<file path="src/rtl/text_lcd_rx.sv">
// Receiver model of an HD44780-style 8-bit LCD bus: decodes writes into mode flags, address counter and 2x40 DDRAM.
// Writes take effect on the accepting edge; rd_char is registered (1 cycle); writes during a clear fill are dropped and flagged.
module text_lcd_rx #(
  parameter bit ENB_EDGE = 1'b0
) (
  input  logic       clk,
  input  logic       rst,
  input  logic       lcd_enb,
  input  logic       lcd_rs,
  input  logic       lcd_rw,
  input  logic [7:0] lcd_data,
  input  logic       rd_line,
  input  logic [3:0] rd_col,
  output logic [7:0] rd_char,
  output logic       busy,
  output logic       disp_on,
  output logic       cursor_on,
  output logic       blink_on,
  output logic       inc_mode,
  output logic       shift_mode,
  output logic       func_dl,
  output logic       func_n,
  output logic       func_f,
  output logic [6:0] cur_addr,
  output logic       err_pulse,
  output logic       err_flag
);

  typedef enum logic {S_CLEAR = 1'b0, S_IDLE = 1'b1} state_t;

  state_t     state_q, state_d;
  logic [6:0] fill_q, fill_d;
  logic       enb_prev_q;
  logic [7:0] ram_q [0:79];

  logic       disp_q, disp_d, cursor_q, cursor_d, blink_q, blink_d;
  logic       inc_q, inc_d, shift_q, shift_d;
  logic       dl_q, dl_d, n_q, n_d, f_q, f_d;
  logic       cg_q, cg_d;
  logic [6:0] addr_q, addr_d;
  logic       err_pulse_q, err_pulse_d, err_flag_q, err_flag_d;
  logic [7:0] rd_char_q, rd_char_d;

  logic       strobe, wr_acc, clear_cmd, ddram_ok;
  logic       ram_we;
  logic [6:0] ram_waddr, rd_index;
  logic [7:0] ram_wdata;

  // Address counter walks 0x00..0x27 then 0x40..0x67 as one ring.
  function automatic logic [6:0] step_addr(input logic [6:0] a, input logic up);
    if (up) begin
      if (a == 7'h27)      return 7'h40;
      else if (a == 7'h67) return 7'h00;
      else                 return a + 7'd1;
    end else begin
      if (a == 7'h00)      return 7'h67;
      else if (a == 7'h40) return 7'h27;
      else                 return a - 7'd1;
    end
  endfunction

  function automatic logic [6:0] ram_index(input logic [6:0] a);
    return a[6] ? (7'd40 + {1'b0, a[5:0]}) : {1'b0, a[5:0]};
  endfunction

  always_comb begin
    strobe    = ENB_EDGE ? (enb_prev_q & ~lcd_enb) : lcd_enb;
    wr_acc    = strobe & ~lcd_rw;
    clear_cmd = wr_acc & (state_q == S_IDLE) & ~lcd_rs & (lcd_data == 8'h01);
    ddram_ok  = (lcd_data[6:0] <= 7'h27) ||
                ((lcd_data[6:0] >= 7'h40) && (lcd_data[6:0] <= 7'h67));
    rd_index  = rd_line ? (7'd40 + {3'b000, rd_col}) : {3'b000, rd_col};
  end

  // FSM: state register
  always_ff @(posedge clk) begin
    if (rst) begin
      state_q <= S_CLEAR;
      fill_q  <= 7'd0;
    end else begin
      state_q <= state_d;
      fill_q  <= fill_d;
    end
  end

  // FSM: next state
  always_comb begin
    state_d = state_q;
    fill_d  = fill_q;
    case (state_q)
      S_CLEAR: begin
        fill_d = fill_q + 7'd1;
        if (fill_q == 7'd79) begin
          state_d = S_IDLE;
          fill_d  = 7'd0;
        end
      end
      S_IDLE: begin
        if (clear_cmd) begin
          state_d = S_CLEAR;
          fill_d  = 7'd0;
        end
      end
      default: state_d = S_CLEAR;
    endcase
  end

  // FSM: outputs
  always_comb begin
    busy = (state_q == S_CLEAR);
  end

  always_comb begin
    disp_d      = disp_q;
    cursor_d    = cursor_q;
    blink_d     = blink_q;
    inc_d       = inc_q;
    shift_d     = shift_q;
    dl_d        = dl_q;
    n_d         = n_q;
    f_d         = f_q;
    cg_d        = cg_q;
    addr_d      = addr_q;
    err_pulse_d = 1'b0;
    ram_we      = 1'b0;
    ram_waddr   = fill_q;
    ram_wdata   = 8'h20;
    if (state_q == S_CLEAR) begin
      ram_we = 1'b1;
      if (wr_acc) err_pulse_d = 1'b1;
    end else if (wr_acc) begin
      if (lcd_rs) begin
        if (!cg_q) begin
          ram_we    = 1'b1;
          ram_waddr = ram_index(addr_q);
          ram_wdata = lcd_data;
          addr_d    = step_addr(addr_q, inc_q);
        end
      end else begin
        casez (lcd_data)
          8'b1???????: begin
            if (ddram_ok) begin
              addr_d = lcd_data[6:0];
              cg_d   = 1'b0;
            end else begin
              err_pulse_d = 1'b1;
            end
          end
          8'b01??????: cg_d = 1'b1;
          8'b001?????: begin
            dl_d = lcd_data[4];
            n_d  = lcd_data[3];
            f_d  = lcd_data[2];
          end
          8'b0001????: begin
            if (!lcd_data[3]) addr_d = step_addr(addr_q, lcd_data[2]);
          end
          8'b00001???: begin
            disp_d   = lcd_data[2];
            cursor_d = lcd_data[1];
            blink_d  = lcd_data[0];
          end
          8'b000001??: begin
            inc_d   = lcd_data[1];
            shift_d = lcd_data[0];
          end
          8'b0000001?: begin
            addr_d = 7'h00;
            cg_d   = 1'b0;
          end
          8'b00000001: begin
            addr_d = 7'h00;
            inc_d  = 1'b1;
            cg_d   = 1'b0;
          end
          default: ;
        endcase
      end
    end
    err_flag_d = err_flag_q | err_pulse_d;
    rd_char_d  = ram_q[rd_index];
  end

  always_ff @(posedge clk) begin
    if (rst) begin
      enb_prev_q  <= 1'b0;
      disp_q      <= 1'b0;
      cursor_q    <= 1'b0;
      blink_q     <= 1'b0;
      inc_q       <= 1'b1;
      shift_q     <= 1'b0;
      dl_q        <= 1'b1;
      n_q         <= 1'b0;
      f_q         <= 1'b0;
      cg_q        <= 1'b0;
      addr_q      <= 7'h00;
      err_pulse_q <= 1'b0;
      err_flag_q  <= 1'b0;
      rd_char_q   <= 8'h00;
    end else begin
      enb_prev_q  <= lcd_enb;
      disp_q      <= disp_d;
      cursor_q    <= cursor_d;
      blink_q     <= blink_d;
      inc_q       <= inc_d;
      shift_q     <= shift_d;
      dl_q        <= dl_d;
      n_q         <= n_d;
      f_q         <= f_d;
      cg_q        <= cg_d;
      addr_q      <= addr_d;
      err_pulse_q <= err_pulse_d;
      err_flag_q  <= err_flag_d;
      rd_char_q   <= rd_char_d;
    end
  end

  always_ff @(posedge clk) begin
    if (!rst && ram_we) ram_q[ram_waddr] <= ram_wdata;
  end

  assign rd_char    = rd_char_q;
  assign disp_on    = disp_q;
  assign cursor_on  = cursor_q;
  assign blink_on   = blink_q;
  assign inc_mode   = inc_q;
  assign shift_mode = shift_q;
  assign func_dl    = dl_q;
  assign func_n     = n_q;
  assign func_f     = f_q;
  assign cur_addr   = addr_q;
  assign err_pulse  = err_pulse_q;
  assign err_flag   = err_flag_q;

endmodule

</file>
<file path="config.mk">
export PLATFORM = sky130hd
export DESIGN_NAME = text_lcd_rx
export DESIGN_NICKNAME = d
export VERILOG_FILES = /design/src/rtl/text_lcd_rx.sv
export SDC_FILE = /design/constraint.sdc
export NUM_CORES = 1
export LEC_CHECK = 0
export ABC_AREA = 1
export CORE_MARGIN = 2
export CORE_UTILIZATION = 40
export CTS_CLUSTER_DIAMETER = 120
export DETAILED_ROUTE_END_ITERATION = 10
export HOLD_SLACK_MARGIN = 0.06
export PLACE_DENSITY = 0.51
export SLEW_MARGIN = 0
export SYNTH_ARGS = -nofsm -noshare
export SYNTH_HDL_FRONTEND = slang
export SYNTH_SLANG_ARGS = --single-unit
</file>
<file path="constraint.sdc">
create_clock -name clk -period 8.8 [get_ports clk]
set_input_delay 2.64 -clock clk [delete_from_list [all_inputs] [get_ports clk]]
set_output_delay 2.64 -clock clk [all_outputs]
set_load 0.1 [all_outputs]
</file>
# Yosys cells after proc, flatten, opt, wreduce, memory -nomap -nowiden
# Memory sizes are Yosys's and may differ from the RTL's. A register that Yosys moved wholly into a read port is not among the register bits.
# Index checks and enable logic that the tools add are counted.
# classes
n_bitwise,8
magnitude_cmp,3
add_sub_neg,5
n_mux,42
n_reduce_logical,15
eq_ne,16
# op_table
operator,n
$mux W7,18
$mux W8,4
$eq A7 B7 Y1 const B,3
$pmux W7 S3,1
$reduce_and A4 Y1,4
$mux W1,15
$add A7 B1 Y7 const B,2
$pmux W7 S2,1
$eq A8 B1 Y1 const B,1
$add A6 B4 Y7 const A,1
$add A6 B6 Y7 const A,1
$eq A7 B1 Y1 const B,1
$eq A7 B6 Y1 const B,1
$ge A7 B7 Y1 const B,1
$le A7 B6 Y1 const B,1
$le A7 B7 Y1 const B,1
$logic_not A7 Y1,1
$sub A7 B1 Y7 const B,1
$eq A6 B1 Y1 const B,1
$reduce_and A6 Y1,1
$eq A5 B1 Y1 const B,1
$reduce_and A5 Y1,1
$and A1 B1 Y1,4
$eq A4 B1 Y1 const B,1
17 further kinds,22
# word_totals
reg_bits,26
word_cells,104
mem_bits_rw,640
mem_count,1
output_inout_bits,26
in_bits,18
# memory_table
memory,depth,width,read_ports,rd_ports_with_merged_regs,write_ports,line,rtl
ram_q,80,8,1,1,1,34,logic [7:0] ram_q [0:79];

# Logic depth before layout (Yosys ltp)
# logic_depth
word_depth,9
depth_mapped,12
ltp_nobuf,12

# Least setup slack after synthesis
# No wires, ideal clock.
# synth_timing
kind,input to register
startpoint,input lcd_enb
endpoint,"memory ram_q[0][7], data pin"
arrival_ns,4.698
slack_ns,3.603
setup_time_ns,0.499
n_path_buf,0
stages,6
required_ns,8.301
path_cell_list,inv_1 nor2_1 nand2_1 nor2_4 inv_2 nor2_1
# synth_between
elab_chain_len,3
# synth_lines
element,line,rtl
"start, declared",8,"input logic lcd_enb,"
$and A1 B1 Y1,68,wr_acc = strobe & ~lcd_rw;
$mux W8,131,end else if (wr_acc) begin
$mux W8,128,if (state_q == S_CLEAR) begin
net ram_wdata[7],47,logic [7:0] ram_wdata;
"end, declared",34,
# The timed path passes the listed nets, and every way through them passes these cells.

# Final worst setup path
# layout_timing
startpoint,input rst
endpoint,memory ram_q[47][1] (enable)
# layout_between
elab_chain_len,4
# layout_lines
element,line,rtl
"start, declared",7,"input logic rst,"
$logic_not A1 Y1,219,if (!rst && ram_we) ram_q[ram_waddr] <= ram_wdata;
$logic_and A1 B1 Y1,219,
$mux W1,219,
$mux W1 (implied by the code),219,
# No other way between the ends.

==> run_results.csv <==
group,metric,value,unit
drt,detail_route.first_pass.iterations,5,
cts,cts_tree,"done",
setup_path,start_kind,"input pin",
placement,gp_congestion,0.876,
placement,io_buffer_count,43,
placement,hpwl,37.8,mm
drt,vias_per_cell,5.26,
layout,final_cell_area,0.0258,mm2
sta,fmax,0.184,GHz
floorplan,start_util,40.6,%
floorplan,core-area,0.0565,mm2
cts,ctsResizeCount,0,
drt,vias,15447,
layout,syn2layout_area_growth,12.7,%
global_routing,grt_pass1_wl,93.7,mm
sta,rsz0062_at_grt,"no",
drt,antenna_left,0,
floorplan,die_w,243,um
sta,worst_pin_slew,1240,ps
drt,drt_iter0_markers,1564,
cts,cts_buffers,57,
cts,htreeDepth,2,
global_routing,grt_max_degree,138,
sta,final.setup.tns,0,ps
drt,drc,0,
yosys,yosysUniqueCellTypes,31,
cts,clkTransAtPathRegs,60,ps
yosys,yosys_warnings,0,
floorplan,row_count,87,
cts,cts_setup_buffers,0,
cts,cts_buffer_depth,3,
global_routing,grt_util_all_layers,21.1,%
power,power_leakage,9.88,nW
setup_path,crit_type,"in2reg",
drt,totalWireLength,62.7,mm
setup_path,worst_setup_path_end_kind,"register",
drt,wl_per_cell,21.4,um
setup_path,crit_required,9040,ps
cts,cts_root_buffer,"clkbuf_16",
global_routing,overflow,0,
sta,hold_viol,0,
floorplan,fp.dieArea,0.0592,mm2
yosys,synth.net_count,2147,
global_routing,antenna_found_initial,1,
layout,nNetsFinal,2157,
global_routing,grt_pass1_vias,14948,
min_path,hp-class,"reg2reg",
sta,skew,15.4,ps
sta,period_minus_slack,5450,ps
setup_path,cp.arrival,5690,ps
yosys,seq_area_frac_synth,70.1,%
setup_path,crit_fanout,20,
cts,cts_sinks,546,
cts,clkLatencyLatePin,620,ps
layout,final_util,45.7,%
flow_run,maxCapViolations,0,
yosys,synth_area_per_cell,10.8,um2
yosys,syn_inst,2122,
power,peakVddDrop,0.131,mV
floorplan,ios,44,
sta,slew_viol_final,0,
floorplan,die_h,243,um
yosys,synth.ff_latch_count,546,
placement,placed_area,0.0241,mm2
cts,ctsHoldBuffers,0,
power,p_per_area,209,mW/mm2
layout,nFillCells,5220,
status,outcome,"completed",
sta,setup_violations,0,
yosys,synth_area,0.0229,mm2
sta,fin_crit_sh,61.9,%
sta,relSlewSlack,17.4,%
layout,drive_gt1_share,6.88,%
layout,antenna_cells,0,
==> Yosys cell counts (all sizes together) <==
| cell type | n | area share, % |
|---|---|---|
| nand3 | 458 | 10 |
| edfxtp | 512 | 67 |
| nor4 | 1 | 0.027 |
| nor2 | 128 | 2.3 |
| nand3b | 3 | 0.098 |
| clkbuf | 59 | 0.97 |
| xor2 | 9 | 0.34 |
| dfxtp | 34 | 3.0 |
| or2 | 2 | 0.055 |
| o21ai | 29 | 0.73 |
| ha | 7 | 0.38 |
| buf | 56 | 1.1 |
| a31oi | 1 | 0.027 |
| inv | 50 | 0.82 |
| nand2 | 735 | 12 |
| o211ai | 3 | 0.098 |
| clkinv | 1 | 0.016 |
| nand4 | 4 | 0.11 |
| nor3 | 4 | 0.087 |
| a21oi | 24 | 0.52 |
| and2 | 1 | 0.027 |
| nor3b | 1 | 0.033 |
==> power breakdown <==
part / internal (mW) / total, mW / switching, mW / leakage (nW)
combinational: 0.0727 / 0.296 / 0.223 / 3.02
sequential: 2.81 / 2.82 / 0.00838 / 5.99
clock: 1.31 / 2.29 / 0.981 / 0.868
total: 4.19 / 5.40 / 1.21 / 9.88
==> cells in the final DEF, fill, tap and decap left out, drive strengths merged, types with 7 or more instances in the layout <==
master | netlist | final
clkinv | 1 | 28
clkbuf | 59 | 74
nand2 | 735 | 735
nor2 | 128 | 128
buf | 56 | 25
xor2 | 9 | 9
o21ai | 29 | 29
ha | 7 | 7
inv | 50 | 51
clkdlybuf4s50 | 0 | 40
edfxtp | 512 | 512
dfxtp | 34 | 34
nand3 | 458 | 458
a21oi | 24 | 24
==> routing by layer <==
layer	global-route usage, %	share of wire [%]	up-vias	wire, um
met5	0	0	-	0
met4	5.50	2.1	0	1350
met3	3.80	6.4	99	4000
met2	33.6	46	476	28900
met1	30.0	45	7509	28500
li1	-	-	7363	-
==> worst max-delay path: stages <==
cell and delay, ps:
clkdlybuf4s50_1 390, buf_4 220, inv_1 470, a31oi_1 270
nor2_2 280, nand2_1 620, nor2_1 780
==> flip-flops by register name, summed over array words and instances (netlist names) <==
signal,count
cg_q,1
fill_q,7
disp_on,1
cursor_on,1
cur_addr,7
rd_char,8
func_n,1
shift_mode,1
state_q,1
ram_q,512
err_pulse,1
err_flag,1
blink_on,1
func_f,1
func_dl,1
inc_mode,1
==> cell type report <==
cell class | count | area, um2 | share of cell area, %
inverters | 51 | 201 | 0.780
clock buffers | 73 | 1530 | 5.92
flip-flops and latches | 546 | 16100 | 62.2
repair buffers | 66 | 612 | 2.37
multi-input cells | 1410 | 6250 | 24.2
well taps | 756 | 946 | 3.66
clock inverters | 33 | 234 | 0.906
==> metrics by stage <==
step,worst slack (ps),std cells,power [mW],hold slack (ps)
after floorplan,3600,2122,3.07,440
after global placement,2810,2829,3.17,451
final,3350,2935,5.40,464
after detailed placement,2720,2829,3.17,458
after global routing,3150,2935,5.58,492
after CTS,3380,2935,5.46,467
==> cells by family (layout without fill, tap and decap cells) <==
family                   Yosys count  count (layout)  share of synthesized area, %
AO/OA/AOI/OAI                     57              57                          1.38
XOR/XNOR                           9               9                         0.344
adder cells (fa/ha/maj)            7               7                         0.382
buffers and inverters            166             223                          2.89
flip-flops                       546             546                          70.1
AND/OR/NAND/NOR                 1337            1337                          24.9
==> worst paths after layout <==
path / startpoint / to / slack, ps / depth (start not counted)
worst max-delay path: rst / ram_q[47][1] / 3350 / 7
worst min-delay path: fill_q[6] / fill_q[6] / 460 / 2
worst max register to register: state_q / ram_q[47][1] / 5770 / 6
worst min register to register: fill_q[6] / fill_q[6] / 460 / 2
Note: power is estimated with default switching activity, not from simulation.
